**src/rtl/axi_lite_master.sv**
```systemverilog
// Single-beat AXI-Lite initiator: one local command in, one response out.
// Optional response-wait watchdog enabled by defining AXI_LITE_MASTER_TIMEOUT_EN.
module axi_lite_master #(
  parameter int ADDR_W         = 32,
  parameter int DATA_W         = 32,
  parameter int TIMEOUT_CYCLES = 1024
) (
  input  logic              aclk,
  input  logic              aresetn,
  input  logic              cmd_valid,
  output logic              cmd_ready,
  input  logic              cmd_write,
  input  logic [ADDR_W-1:0] cmd_addr,
  input  logic [DATA_W-1:0] cmd_wdata,
  output logic              rsp_valid,
  output logic [DATA_W-1:0] rsp_rdata,
  output logic [1:0]        rsp_resp,
  output logic [ADDR_W-1:0] awaddr,
  output logic              awvalid,
  input  logic              awready,
  output logic [DATA_W-1:0] wdata,
  output logic              wvalid,
  output logic              wlast,
  input  logic              wready,
  input  logic              bvalid,
  input  logic [1:0]        bresp,
  output logic              bready,
  output logic [ADDR_W-1:0] araddr,
  output logic              arvalid,
  input  logic              arready,
  input  logic [DATA_W-1:0] rdata,
  input  logic              rvalid,
  input  logic              rlast,
  output logic              rready
);

  typedef enum logic [2:0] {IDLE, WR, WR_RESP, RD_ADDR, RD_DATA, RESP} state_t;

  state_t            state, state_n;
  logic              awvalid_n, wvalid_n, bready_n, arvalid_n, rready_n;
  logic [ADDR_W-1:0] awaddr_n, araddr_n;
  logic [DATA_W-1:0] wdata_n, rsp_rdata_n;
  logic [1:0]        rsp_resp_n;

  // Every beat is single, so rlast carries no information.
  logic unused_rlast;
  assign unused_rlast = rlast;

  assign wlast = wvalid;

`ifdef AXI_LITE_MASTER_TIMEOUT_EN
  localparam int TW = $clog2(TIMEOUT_CYCLES + 1);
  logic [TW-1:0] tmo_cnt;
  logic          busy;

  assign busy = (state == WR) || (state == WR_RESP) || (state == RD_ADDR) || (state == RD_DATA);

  // IDLE always precedes WR/RD_ADDR, so clearing there clears on entry.
  always_ff @(posedge aclk or negedge aresetn) begin
    if (!aresetn)           tmo_cnt <= '0;
    else if (state == IDLE) tmo_cnt <= '0;
    else if (busy)          tmo_cnt <= tmo_cnt + TW'(1);
  end
`else
  localparam int unused_timeout = TIMEOUT_CYCLES;
`endif

  always_comb begin
    state_n     = state;
    awvalid_n   = awvalid;
    wvalid_n    = wvalid;
    bready_n    = bready;
    arvalid_n   = arvalid;
    rready_n    = rready;
    awaddr_n    = awaddr;
    araddr_n    = araddr;
    wdata_n     = wdata;
    rsp_rdata_n = rsp_rdata;
    rsp_resp_n  = rsp_resp;
    case (state)
      IDLE: if (cmd_valid && cmd_ready) begin
        if (cmd_write) begin
          awaddr_n  = cmd_addr;
          wdata_n   = cmd_wdata;
          awvalid_n = 1'b1;
          wvalid_n  = 1'b1;
          bready_n  = 1'b1;
          state_n   = WR;
        end else begin
          araddr_n  = cmd_addr;
          arvalid_n = 1'b1;
          rready_n  = 1'b1;
          state_n   = RD_ADDR;
        end
      end
      WR: begin
        awvalid_n = awvalid && !awready;
        wvalid_n  = wvalid && !wready;
        // bready is already high here, so an early B is taken immediately.
        if (bvalid) begin
          rsp_resp_n  = bresp;
          rsp_rdata_n = '0;
          bready_n    = 1'b0;
          awvalid_n   = 1'b0;
          wvalid_n    = 1'b0;
          state_n     = RESP;
        end else if (!awvalid_n && !wvalid_n) begin
          state_n = WR_RESP;
        end
      end
      WR_RESP: if (bvalid) begin
        rsp_resp_n  = bresp;
        rsp_rdata_n = '0;
        bready_n    = 1'b0;
        state_n     = RESP;
      end
      RD_ADDR: if (arready) begin
        arvalid_n = 1'b0;
        if (rvalid) begin
          rsp_rdata_n = rdata;
          rsp_resp_n  = 2'b00;
          rready_n    = 1'b0;
          state_n     = RESP;
        end else begin
          state_n = RD_DATA;
        end
      end
      RD_DATA: if (rvalid) begin
        rsp_rdata_n = rdata;
        rsp_resp_n  = 2'b00;
        rready_n    = 1'b0;
        state_n     = RESP;
      end
      RESP:    state_n = IDLE;
      default: state_n = IDLE;
    endcase
`ifdef AXI_LITE_MASTER_TIMEOUT_EN
    if (busy && state_n != RESP && tmo_cnt == TW'(TIMEOUT_CYCLES - 1)) begin
      awvalid_n   = 1'b0;
      wvalid_n    = 1'b0;
      bready_n    = 1'b0;
      arvalid_n   = 1'b0;
      rready_n    = 1'b0;
      rsp_resp_n  = 2'b11;
      rsp_rdata_n = '0;
      state_n     = RESP;
    end
`endif
  end

  always_ff @(posedge aclk or negedge aresetn) begin
    if (!aresetn) begin
      state     <= IDLE;
      cmd_ready <= 1'b0;
      rsp_valid <= 1'b0;
      rsp_rdata <= '0;
      rsp_resp  <= '0;
      awaddr    <= '0;
      awvalid   <= 1'b0;
      wdata     <= '0;
      wvalid    <= 1'b0;
      bready    <= 1'b0;
      araddr    <= '0;
      arvalid   <= 1'b0;
      rready    <= 1'b0;
    end else begin
      state     <= state_n;
      cmd_ready <= (state_n == IDLE);
      rsp_valid <= (state_n == RESP);
      rsp_rdata <= rsp_rdata_n;
      rsp_resp  <= rsp_resp_n;
      awaddr    <= awaddr_n;
      awvalid   <= awvalid_n;
      wdata     <= wdata_n;
      wvalid    <= wvalid_n;
      bready    <= bready_n;
      araddr    <= araddr_n;
      arvalid   <= arvalid_n;
      rready    <= rready_n;
    end
  end

endmodule

```
**config.mk**
```make
export PLATFORM = sky130hd
export DESIGN_NAME = axi_lite_master
export DESIGN_NICKNAME = d
export VERILOG_FILES = /design/src/rtl/axi_lite_master.sv
export SDC_FILE = /design/constraint.sdc
export NUM_CORES = 1
export LEC_CHECK = 0
export CORE_MARGIN = 4
export CORE_UTILIZATION = 41
export DETAILED_ROUTE_END_ITERATION = 12
export PLACE_DENSITY = 0.87
export SETUP_SLACK_MARGIN = 0.3
export SYNTH_ARGS = -nofsm -noshare
export SYNTH_HDL_FRONTEND = slang
export SYNTH_SLANG_ARGS = --single-unit
```
**constraint.sdc**
```tcl
create_clock -name aclk -period 2.1 [get_ports aclk]
set_input_delay 0.315 -clock aclk [delete_from_list [all_inputs] [get_ports aclk]]
set_output_delay 0.315 -clock aclk [all_outputs]
set_load 0.005 [all_outputs]
```
== Yosys cells after proc, flatten, opt, wreduce, memory -nomap -nowiden ==
Cells that the tools add are included.
Word-level totals
  bits in registers: 140
  input port bits: 108
  logic and storage cells: 79
  output and inout port bits: 138
Operators by class
  bitwise gates (word level): 1
  reduce and logical (&&, ||, !) cells: 23
  multiplexer cells: 32
  equality and inequality tests: 10
Operators by type and width (count)
  $mux W32: 3
  $pmux W32 S3: 1
  $mux W3: 6
  $pmux W3 S5: 1
  $reduce_and A3 Y1: 4
  $reduce_and A4 Y1: 3
  $mux W1: 11
  $mux W2: 4
  $ne A2 B2 Y1 const B: 4
  $pmux W1 S2: 4
  $eq A3 B2 Y1 const B: 2
  $eq A3 B3 Y1 const B: 2
  $logic_not A3 Y1: 2
  $pmux W2 S3: 1
  $reduce_bool A2 Y1: 3
  $reduce_bool A3 Y1: 2
  $logic_and A1 B1 Y1: 4
  $logic_not A1 Y1: 4
  $eq A3 B1 Y1 const B: 1
  $pmux W1 S3: 1
  $ne A2 B1 Y1 const B: 1
  $reduce_or A2 Y1: 1
  $not A1 Y1: 1

== Depth between registers and ports, before layout ==
Gate-level depths: netlist (run 1).
  depth in word-level cells: 8
  mapped depth: 7
  mapped depth without buffers: 4

== Worst setup path before layout (run 1) ==
Ideal clock, no wire load.
  path kind: register to register
  start: reg state[0]
  end: reg wdata[10]
  path slack: 0.322 ns
  period minus slack after synthesis: 1.778 ns
  arrival: 1.650 ns
  required time: 1.972 ns
  stages on the path, launching flop included: 8
  cells stage by stage: dfrtp_1 > buf_4 > nand4bb_2 > nor2_1 > and2_1 > buf_4 > buf_4 > mux2_1
Between the ends
  cells in the longest elaborated chain, start to end: 2
Ends and longest elaborated chain
  start, declared: line 39  | state_t state, state_n;
  start signal, assigned: line 167  | state <= state_n;
  $logic_not A3 Y1: line 80  | case (state)
  $reduce_and A3 Y1 (no line)
  end signal, assigned: line 174  | wdata <= wdata_n;
  end, declared: line 21  | output logic [DATA_W-1:0] wdata,
No other way between the ends.
A chain may end at the register's enable or synchronous reset.

== Final worst setup path (run 1) ==
  start: reg state[0]
  end: reg cmd_ready
RTL lines
  $eq A3 B3 Y1 (tied with other cells): line 80
  $pmux W3 S5 *: line 80
  named net state_n[1]: line 39
  $logic_not A3 Y1 *: line 168  | cmd_ready <= (state_n == IDLE);
  end signal, assigned: line 168
  end, declared: line 11  | output logic cmd_ready,
Mark *: on every way through the listed nets, which the timed path passes. The rest lies on a longest branch.

==> impl_metrics.json, run 1 <==
{
  "outcome": "finished clean",
  "port-buffer-count": 244,
  "fin_cells": 775,
  "fmax_ghz": 0.574,
  "die_h_um": 122,
  "drtPass1Iterations": 4,
  "cts_buffers": 17,
  "die_area_um2": 14900,
  "dieWidth_um": 122,
  "synth_fp_nets": 436,
  "via_per_inst": 4.89,
  "grt_pass1_wl_um": 21900,
  "synth.distinct_cells": 34,
  "antenna_found_initial": 0,
  "drt_first_iter_violations": 160,
  "io_pins": 246,
  "final_util_pct": 69.4,
  "ys_seq_elements": 140,
  "layout_common_cells": "243 x clkdlybuf4s50_1, 137 x dfrtp_1, 89 x mux2_1",
  "grt_max_degree": 68,
  "dp_hpwl_um": 10400,
  "synthFlopType": "dfrtp_1",
  "drv_slew": 0,
  "fin_crit_ps": 1740,
  "synth_area_leaders": "dfrtp_1 66%, mux2_1 19%, a22o_1 5.6%, mux2_2 1.5%, buf_6 1.1%",
  "whs_ps": 386,
  "pwr_density_cell_nw_per_um2": 1500,
  "cts_buffer_depth": 2,
  "worstMarginPinSlew_ps": 454,
  "htree_levels": 4,
  "slowest_stage": "dfrtp_2",
  "syn-cell-area_um2": 5340,
  "synth_largest_area_cell": "dfrtp_1",
  "gp_congestion": 0.794,
  "fin_ws_ps": 358,
  "rows": 41,
  "dp.cells": 736,
  "fillers": 878,
  "start_util_pct": 42.1,
  "multiInputGateArea_um2": 1710,
  "wl_per_cell_um": 18.6,
  "crit_chain": "or3b_4, and4b_1, a311o_1, nor4b_2",
  "critPathMaxStageDelay_ps": 470,
  "cts_tree": "built",
  "cts_sinks": 140,
  "drc": 0,
  "cts-root-buf": "clkbuf_16",
  "core-area_um2": 12700,
  "synth_edf_count": 0,
  "finalHoldViolations": 0,
  "synth_area_per_cell_um2": 16.3,
  "synth_top_area_share_pct": 65.6,
  "ant_nets": 0,
  "p_leak_nw": 3.81,
  "ys_warn_count": 0,
  "critPathKind": "reg -> reg",
  "area_growth_syn_to_layout_pct": 64.7,
  "grt_pass1_vias": 4210,
  "ys_seq_area_share_pct": 65.6,
  "setup_violations": 0,
  "preCtsSetupSlack_ps": 62.7,
  "min_path_type": "in -> async",
  "synthCells": 328,
  "async_flop_share_pct": 100,
  "rsz0062_at_grt": "true",
  "regArea_um2": 3510,
  "fin_tns_setup_ps": 0,
  "worst_setup_path_start_kind": "register",
  "crit_required_ps": 2400,
  "layout.nets": 698,
  "mostFrequentLayoutCell": "clkdlybuf4s50_1",
  "vias": 3792,
  "crit_buf_inv": 0,
  "maxCapViolCount": 0,
  "grt_usage_pct": 19.2,
  "antenna_cells": 0,
  "clock_latency_ps": 410,
  "critical-path-top-delay-family": "simple AND/OR/NAND/NOR gates",
  "drive_gt1_share_pct": 12.1,
  "crit_path_max_fanout": 8,
  "irDropWorstVdd_uv": 739,
  "worstSetupEndpointType": "register",
  "arrival_ps": 2040,
  "finClkSkew_ps": 8.81,
  "clk_pin_slew_ps": 60,
  "grt-ovfl-total": 0,
  "maxSlewHeadroom_pct": 69.5,
  "finalCritPeriodShare_pct": 83.0,
  "drt-total-wl_um": 14400
}
## sequential cells by signal, indices dropped and copies added (netlist names), 2 cells and up
register / cells
rsp_rdata: 32
awaddr: 32
araddr: 32
state: 3
wdata: 32
rsp_resp: 2
## cells in the mapped netlist, types with 2 or more instances
library cell  number
a22o_1            34
buf_2              9
buf_4              6
buf_6              5
dfrtp_1          140
inv_1              4
mux2_1            89
mux2_2             7
nand2b_1           3
nor2_1             5
nor3_1             2
o22a_1             2
## cell families after synthesis
family	synth area share, %
buffers and inverters	3.09
flip-flops	65.6
AND/OR/NAND/NOR	2.93
multiplexers	20.4
AO/OA/AOI/OAI	7.76
XOR/XNOR	0.164
## worst paths after layout
kind / startpoint / endpoint / slack [ps] / cells past startpoint
setup / recovery: state[0] / cmd_ready / 360 / 4
hold / removal: aresetn / awaddr[4] / 390 / 2
setup reg to reg: state[0] / cmd_ready / 360 / 4
hold reg to reg: araddr[6] / araddr[6] / 480 / 1
max in group asynchronous: aresetn / wdata[1] / 1000 / 3
min in group aclk: araddr[6] / araddr[6] / 480 / 1
## cell type report
class                           instances  area share (%)
Multi-Input combinational cell        163            19.4
Inverter                                5           0.213
Clock buffer                           22            5.51
Clock inverter                         10            2.09
Sequential cell                       140            39.9
Tap cell                              172            2.45
Timing Repair Buffer                  263            30.4
## metrics by stage
stage | cell area (um^2) | power, mW
2_1_floorplan | 5340 | 6.42
3_3_place_gp | 8010 | 9.58
3_5_place_dp | 8010 | 9.80
4_1_cts | 8710 | 13.2
5_1_grt | 8790 | 13.9
6_report | 8790 | 13.2
## per-layer routing
layer | up-vias | GRT usage, % | wire length (um)
met5 | - | 0 | 0
met4 | 0 | 6.93 | 273
met3 | 18 | 7.10 | 1110
met2 | 162 | 33.1 | 7420
met1 | 1901 | 22.0 | 5580
li1 | 1711 | - | -
## where the power goes
group	total [mW]	switching [mW]	internal, mW
sequential	4.77	0.752	4.02
combinational	5.07	1.64	3.44
clock	3.32	1.08	2.23
total	13.2	3.47	9.70
## what timing repair did
action                     in CTS  in global routing
hold endpoints to repair       39                  0
setup buffers                   0                  5
gates resized for setup         7                  5
setup endpoints to repair      68                 68
pin swaps                       0                  2
hold buffers                    1                  0
cloned                          0                  1
No activity file was read; power rests on OpenSTA's default activity.
==> run 2: changes to the inputs <==
Settings changed: CORE_UTILIZATION 41 to 37, PLACE_DENSITY 0.87 to 0.83.
Clock period 2.1 ns to 1.55 ns, I/O delays scaled along.
==> impl_metrics.json, run 2 (same netlist as run 1, synthesis figures left out) <==
{
  "grt-ovfl-total": 0,
  "finalCritPeriodShare_pct": 115,
  "drc": 0,
  "finalHoldViolations": 0,
  "area_growth_syn_to_layout_pct": 76.7,
  "drive_gt1_share_pct": 42.5,
  "crit_required_ps": 1860,
  "wl_per_cell_um": 19.3,
  "port-buffer-count": 244,
  "grt_max_degree": 64,
  "cts_buffers": 17,
  "io_pins": 246,
  "stdcell_area_um2": 9430,
  "met3_usage_pct": 5.92,
  "final_util_pct": 67.4,
  "top_usage_layer": "met2",
  "finClkSkew_ps": 6.65,
  "min_path_type": "in -> async",
  "violations": "negative setup slack",
  "worstSetupEndpointType": "register",
  "die_area_um2": 16400,
  "fin_ws_ps": -231,
  "placed_cell_area_um2": 8320,
  "cts-root-buf": "clkbuf_16",
  "irDropWorstVdd_uv": 820,
  "antenna_cells": 0,
  "dieWidth_um": 128,
  "met1_usage_pct": 22.8,
  "fin_crit_ps": 1780,
  "ant_nets": 0,
  "clock_latency_ps": 410,
  "fillers": 953,
  "gp_congestion": 0.832,
  "htree_levels": 4,
  "grt_pass1_wl_um": 23600,
  "crit_chain": "nand4bb_4, nor3_4, buf_12, buf_6, buf_6, a311o_1, nor4b_2",
  "rsz0062_at_grt": "true",
  "fmax_ghz": 0.561,
  "grt_pass1_vias": 4320,
  "layout.nets": 754,
  "clk_pin_slew_ps": 60,
  "worst_setup_path_start_kind": "register",
  "drt_first_iter_violations": 158,
  "mostFrequentLayoutCell": "dfrtp_1",
  "grt_usage_pct": 18.6,
  "drtPass1Iterations": 4,
  "arrival_ps": 2090,
  "antenna_found_initial": 0,
  "worstMarginPinSlew_ps": 345,
  "pwr_density_cell_nw_per_um2": 1920,
  "layout_common_cells": "138 x dfrtp_1, 105 x clkdlybuf4s50_1, 76 x mux2_4",
  "drv_slew": 0,
  "critPathKind": "reg -> reg",
  "via_per_inst": 4.79,
  "grt_util_met2_pct": 31.4,
  "critPathMaxStageDelay_ps": 450,
  "setup_violations": 136,
  "outcome": "finished with violations",
  "rows": 43,
  "core-area_um2": 14000,
  "cts_sinks": 140,
  "cts_tree": "built",
  "drt-total-wl_um": 16200,
  "start_util_pct": 38.2,
  "cts_buffer_depth": 2,
  "vias": 4022,
  "crit_path_max_fanout": 8,
  "slowest_stage": "dfrtp_2",
  "cp_common_cell": "buf_6",
  "maxSlewHeadroom_pct": 76.4,
  "die_h_um": 128,
  "maxCapViolCount": 0,
  "dp_hpwl_um": 11000,
  "p_leak_nw": 5.05
}
-- run 2: cell types whose count changed in the layout (fill, tap and decap cells not counted), sizes merged --
cell,previous run,this run
clkinv,2,6
buf,18,145
clkbuf,23,31
clkdlybuf4s50,243,105
dlymetal6s2s,0,59
bufinv,5,1
clkinvlp,2,3
inv,6,5
-- run 2: worst paths after layout --
check	from	endpoint	slack [ps]	cells past startpoint
max in group asynchronous	aresetn	state[0]	820	3
worst max register to register	state[1]	cmd_ready	-230	7
worst min-delay path	aresetn	araddr[4]	370	3
min in group aclk	bresp[0]	rsp_resp[0]	430	2
worst min register to register	awaddr[18]	awaddr[18]	480	1
worst max-delay path	state[1]	cmd_ready	-230	7
-- run 2: report_power, final --
| group | total, mW | internal (mW) | switching (mW) |
|---|---|---|---|
| combinational | 7.74 | 5.13 | 2.61 |
| sequential | 6.51 | 5.45 | 1.06 |
| clock | 3.86 | 2.37 | 1.49 |
| total | 18.1 | 13.0 | 5.16 |
-- run 2: worst max-delay path, delay by kind of cell (launching register included) --
family | cells | cell delay [ps]
simple gates | 3 | 570
flops | 1 | 450
buf+inv | 3 | 350
compound gates | 1 | 310
-- run 2: final cells by class --
cell class	count	area (um^2)	share of cell area, %
sequential	140	3510	37.2
inverter	5	18.8	0.199
timing repair buffer	319	3090	32.7
clock buffer	22	484	5.13
multi-input combinational	163	2020	21.4
clock inverter	10	90.1	0.955
tap	180	225	2.39
-- run 2: per-layer routing --
layer  up-vias  wire length, um
met3        26             1090
li1       1825                -
met4         0              306
met2       158             8240
met5         -                0
met1      2013             6550
-- run 2: metrics by stage --
step	setup TNS, ps	instances	hold WS [ps]	total power, mW	setup WS [ps]
detailed placement	-48300	758	229	14.0	-452
global route	-31060	839	396	19.1	-341
finish	-22820	839	372	18.1	-231
floorplan	-13910	328	-63.1	9.21	-162
global placement	-47300	758	220	13.7	-399
CTS	-23130	825	372	17.9	-216
-- run 2: repair_timing --
action,CTS,global route
resized for setup,337,100
setup buffers,32,10
setup endpoints to repair,278,209
gates cloned,2,4
pin swaps,3,8
hold buffers,1,0
endpoints found under the hold margin,140,0
